## src/rtl/axis_float_operand_joiner.sv

```systemverilog
`default_nettype none
// ============================================================================
// Module      : axis_float_operand_joiner
// Description : Joins two 32-bit AXIS float streams into one 64-bit {A, B}
//               stream through a 2-entry register FIFO with last generation.
// Revision    : 1.0 - initial release
// ============================================================================
module axis_float_operand_joiner #(
    parameter      last_mode        = "count",
    parameter int  pkt_len          = 16,
    parameter real simulation_delay = 1.0
) (
    input  logic        clk,
    input  logic        rst,
    input  logic [31:0] s_a_axis_data,
    input  logic        s_a_axis_last,
    input  logic        s_a_axis_valid,
    output logic        s_a_axis_ready,
    input  logic [31:0] s_b_axis_data,
    input  logic        s_b_axis_last,
    input  logic        s_b_axis_valid,
    output logic        s_b_axis_ready,
    output logic [63:0] m_axis_data,
    output logic        m_axis_last,
    output logic        m_axis_valid,
    input  logic        m_axis_ready,
    output logic        err_last_mismatch
);

    localparam logic [1:0]  c_empty      = 2'd0;
    localparam logic [1:0]  c_one        = 2'd1;
    localparam logic [1:0]  c_full       = 2'd2;
    localparam bit          c_input_mode = (last_mode == "input");
    localparam logic [15:0] c_last_beat  = 16'(pkt_len - 1);

    logic [1:0]  r_count;
    logic [1:0]  w_count_nxt;
    logic [63:0] r_data0;
    logic [63:0] r_data1;
    logic        r_last0;
    logic        r_last1;
    logic [15:0] r_beat;
    logic        r_err;

    logic        w_space;
    logic        w_join;
    logic        w_pop;
    logic        w_beat_last;
    logic        w_tag;
    logic [63:0] w_entry;

    // Readiness depends only on registered occupancy, never on m_axis_ready.
    assign w_space        = (r_count != c_full);
    assign s_a_axis_ready = w_space & s_b_axis_valid & ~rst;
    assign s_b_axis_ready = w_space & s_a_axis_valid & ~rst;
    assign w_join         = w_space & s_a_axis_valid & s_b_axis_valid & ~rst;

    assign m_axis_valid      = (r_count != c_empty);
    assign m_axis_data       = r_data0;
    assign m_axis_last       = r_last0;
    assign err_last_mismatch = r_err;
    assign w_pop             = m_axis_valid & m_axis_ready;

    assign w_beat_last = (r_beat == c_last_beat);
    assign w_tag       = c_input_mode ? (s_a_axis_last | s_b_axis_last) : w_beat_last;
    assign w_entry     = {s_a_axis_data, s_b_axis_data};

    always_ff @(posedge clk) begin
        if (rst) begin
            r_count <= c_empty;
        end else begin
            r_count <= w_count_nxt;
        end
    end

    always_comb begin
        w_count_nxt = r_count;
        case (r_count)
            c_empty: begin
                if (w_join) begin
                    w_count_nxt = c_one;
                end
            end
            c_one: begin
                if (w_join && !w_pop) begin
                    w_count_nxt = c_full;
                end else if (!w_join && w_pop) begin
                    w_count_nxt = c_empty;
                end
            end
            c_full: begin
                if (w_pop) begin
                    w_count_nxt = c_one;
                end
            end
            default: w_count_nxt = c_empty;
        endcase
    end

    // Entry 0 is always the head; entry 1 only holds the second buffered beat.
    always_ff @(posedge clk) begin
        if (rst) begin
            r_data0 <= 64'd0;
            r_data1 <= 64'd0;
            r_last0 <= 1'b0;
            r_last1 <= 1'b0;
        end else begin
            case (r_count)
                c_empty: begin
                    if (w_join) begin
                        r_data0 <= w_entry;
                        r_last0 <= w_tag;
                    end
                end
                c_one: begin
                    if (w_join && w_pop) begin
                        r_data0 <= w_entry;
                        r_last0 <= w_tag;
                    end else if (w_join) begin
                        r_data1 <= w_entry;
                        r_last1 <= w_tag;
                    end
                end
                c_full: begin
                    if (w_pop) begin
                        r_data0 <= r_data1;
                        r_last0 <= r_last1;
                    end
                end
                default: ;
            endcase
        end
    end

    always_ff @(posedge clk) begin
        if (rst || c_input_mode) begin
            r_beat <= 16'd0;
        end else if (w_join) begin
            r_beat <= w_beat_last ? 16'd0 : r_beat + 16'd1;
        end
    end

    always_ff @(posedge clk) begin
        if (rst) begin
            r_err <= 1'b0;
        end else begin
            r_err <= c_input_mode & w_join & (s_a_axis_last ^ s_b_axis_last);
        end
    end

endmodule
`default_nettype wire

```

## config.mk

```make
export PLATFORM = sky130hd
export DESIGN_NAME = axis_float_operand_joiner
export DESIGN_NICKNAME = d
export VERILOG_FILES = /design/src/rtl/axis_float_operand_joiner.sv
export SDC_FILE = /design/constraint.sdc
export NUM_CORES = 1
export LEC_CHECK = 0
export CORE_MARGIN = 5
export CORE_UTILIZATION = 65
export CTS_CLUSTER_SIZE = 16
export DETAILED_ROUTE_END_ITERATION = 16
export DONT_BUFFER_PORTS = 1
export GPL_TIMING_DRIVEN = 0
export PLACE_DENSITY = 0.91
export RECOVER_POWER = 100
export SKIP_LAST_GASP = 1
export SLEW_MARGIN = 20
export SYNTH_ARGS = -nofsm -noshare
export SYNTH_HDL_FRONTEND = slang
export SYNTH_SLANG_ARGS = --single-unit
```

## constraint.sdc

```tcl
create_clock -name clk -period 4.2 [get_ports clk]
set_input_delay 1.26 -clock clk [delete_from_list [all_inputs] [get_ports clk]]
set_output_delay 1.26 -clock clk [all_outputs]
set_load 0.05 [all_outputs]
```

==> flow_metrics.py <==
metrics = {
    "floorplanning": {
        "coreArea_um2": 9109,
        "die_y_um": 106.1,
        "fp.dieW_um": 106.1,
        "start_util_pct": 65.89,
        "io_pins": 140,
        "die-area_um2": 11260,
        "num_rows": 35,
    },
    "cts": {
        "cts.sinks": 148,
        "clock_latency_ps": 530,
        "cts_buffers": 17,
        "cts_buffer_depth": 2,
        "hold_buffers": 0,
        "ctsRootBufferMaster": "clkbuf_8",
        "clk_pin_slew_ps": 70,
        "post-cts-setup-buffers": 0,
        "ctsResizeCount": 0,
        "htree_levels": 4,
        "tritoncts": "yes",
    },
    "yosys": {
        "synth_cell_types": 41,
        "synthCells": 768,
        "yosys-top-cells-area": "dfxtp_1, nand2_1, a311oi_1",
        "synth_seq_cells": 148,
        "async_flop_share_pct": 0,
        "yosysSeqAreaShare_pct": 49.36,
        "synth-main-ff-cell": "dfxtp_1",
        "yosysWarningCount": 0,
        "synth_top_area_cell": "dfxtp_1",
        "post-synth-top-count-cell": "nand2_1",
        "netlist.area_leader.share_pct": 49.36,
        "ys_top_cells_by_count": "nand2_1, dfxtp_1, nor2_1",
        "netlist_area_um2": 6002,
        "synth.net_count": 843,
        "synth_edf_count": 0,
        "avgSynthCellArea_um2": 7.815,
    },
    "worst_setup_path": {
        "reg2reg_to": "m_axis_data[41]",
        "crit_fanout": 10,
        "worstPathCellList": "buf_6 -> clkbuf_1 -> clkbuf_1 -> nor3b_2",
        "arrival_ps": 2850,
        "worst_ep_required_time_ps": 2940,
        "reg2reg_from": "r_count[1]",
        "path_buf_inv": 3,
        "startpoint_type": "primary input",
        "path_class": "primary input to output port",
        "reg2reg_depth": 9,
        "critPathCapture": "s_a_axis_ready",
        "cp_slowest_cell": "nor3b_2",
        "startpoint": "rst",
        "endpoint_kind": "output port",
        "ff2ff_setup_slack_ps": 500,
        "critPathMostFrequentCell": "clkbuf_1",
        "critPathMaxStageDelay_ps": 780,
        "cp_top_family": "buffers and inverters",
        "path_depth": 4,
    },
    "global_route": {
        "grt_pass1_wl_mm": 27.67,
        "antenna_found_initial": 0,
        "grt_pass1_vias": 5814,
        "grt_usage_pct": 30.61,
        "overflow": 0,
        "grt_max_degree": 17,
    },
    "layout": {
        "seq_area_um2": 2963,
        "final_net_count": 862,
        "multi_input_area_um2": 2756,
        "syn2layout_area_growth_pct": 12.07,
        "final_util_pct": 73.85,
        "drive_gt1_share_pct": 5.750,
        "num_antenna_cells": 0,
        "nFillCells": 678,
    },
    "job": {
        "max-cap-violations": 0,
    },
    "routing": {
        "wl_per_cell_um": 18.95,
        "antenna_left": 0,
        "vias": 5814,
        "wirelength_mm": 17.27,
        "via_per_inst": 6.382,
        "initialDrtViolationCount": 431,
        "firstDrtPassIters": 5,
        "route.detailed.drc": 0,
    },
    "sta": {
        "relSlewSlack_pct": 43.19,
        "timing.fmax_mhz": 243.6,
        "maxSlewViolCount": 0,
        "finalCritPeriodShare_pct": 97.74,
        "fin_crit_ps": 4105,
        "setup_viol": 0,
        "grt_setup_unrepaired": "no",
        "skew_ps": 9.311,
        "finalHoldViolations": 0,
        "worst_slew_pin_slew_ps": 845.6,
        "whs_ps": 457.2,
    },
    "placement": {
        "gp_congestion": 0.9054,
        "port_buffers": 0,
        "place_hpwl_mm": 11.66,
    },
    "hold_path": {
        "min-delay-path-class": "flop to flop",
    },
    "pwr": {
        "powerDensity_nw_per_um2": 486.4,
        "p_leak_nw": 2.329,
        "vdd_drop_max_uv": 324.8,
    },
    "outcome": {
        "outcome": "finished clean",
    },
}
[flip-flops by register name, indices dropped and copies added, names as in the netlist]
name / cells
m_axis_data: 64
m_axis_last: 1
r_beat: 16
r_count: 2
r_data1: 64
r_last1: 1
[worst min-delay path by stage]
stage / from / endpoint / slack, ps / depth (start not counted)
after floorplan: r_last1 / r_last1 / 430 / 2
after global placement: r_data1[22] / r_data1[22] / 440 / 2
after detailed placement: r_data1[19] / r_data1[19] / 450 / 2
after CTS: r_data1[19] / r_data1[19] / 460 / 2
after global routing: r_data1[63] / r_data1[63] / 460 / 2
final: r_data1[6] / r_data1[6] / 460 / 2
[final cells by class]
class | count | area share (%)
buffer | 63 | 3.702
clock buffer | 18 | 6.362
clock inverter | 14 | 2.400
inverter | 8 | 0.4464
multi-input combinational | 549 | 40.98
sequential | 148 | 44.05
tap | 111 | 2.065
[metrics by stage]
step	setup TNS, ps	area [µm²]	std cells	setup slack (ps)	power (mW)
final	0	6726	911	95.00	3.272
after global routing	0	6726	911	77.98	3.359
after CTS	0	6740	911	114.1	3.265
after detailed placement	0	6151	879	127.1	1.798
after global placement	-725.2	6141	879	-362.9	1.784
after floorplan	-9.197	6002	768	-4.598	1.751
[kinds of logic (layout without fill, tap and decap cells)]
group	after synthesis	after routing	share of synthesized area, %
flops	148	148	49.36
buf+inv	71	103	4.816
other cells	1	1	0.06248
fa+ha+maj	4	4	0.8339
xor+xnor	7	7	1.021
simple gates	385	385	26.66
compound gates	152	152	17.24
[worst reg2reg max path: cells and delay by family, from the launching register on]
kind	cells	cell delay, ps
AO/OA/AOI/OAI	2	640
AND/OR/NAND/NOR	3	1040
flip-flops	1	360
buffers and inverters	3	1260
adder cells (fa/ha/maj)	1	270
[cells in the final DEF (no fill, tap or decap), types with 2 or more instances in the layout]
cell / count
and3b_1: 2
clkbuf_16: 16
dfxtp_1: 148
a311oi_1: 65
nor2_1: 76
nand3_1: 4
nor3_1: 2
nor4_1: 4
nor2b_1: 2
xnor2_1: 6
buf_1: 4
inv_8: 4
or4_1: 7
clkinv_4: 4
inv_6: 4
o21ai_0: 5
or3_1: 6
o31ai_1: 4
nor3b_2: 2
or2_2: 2
clkbuf_1: 56
ha_1: 4
a21oi_2: 2
nand2_1: 269
clkbuf_8: 2
a21oi_1: 72
inv_1: 8
[per-layer routing]
layer	wire length, µm	GRT usage [%]	part of all wire, %
met1	6201	32.92	36
met5	0	0	0
met4	773	16.10	4.5
met3	1603	9.350	9.3
met2	8687	53.92	50
[power by group]
part | internal [mW] | switching (mW) | leakage, nW | total, mW
Combinational | 0.0540 | 0.111 | 0.837 | 0.165
Sequential | 1.45 | 0.160 | 1.20 | 1.61
Clock | 0.834 | 0.665 | 0.291 | 1.50
Note: power is estimated with default switching activity, not from simulation.
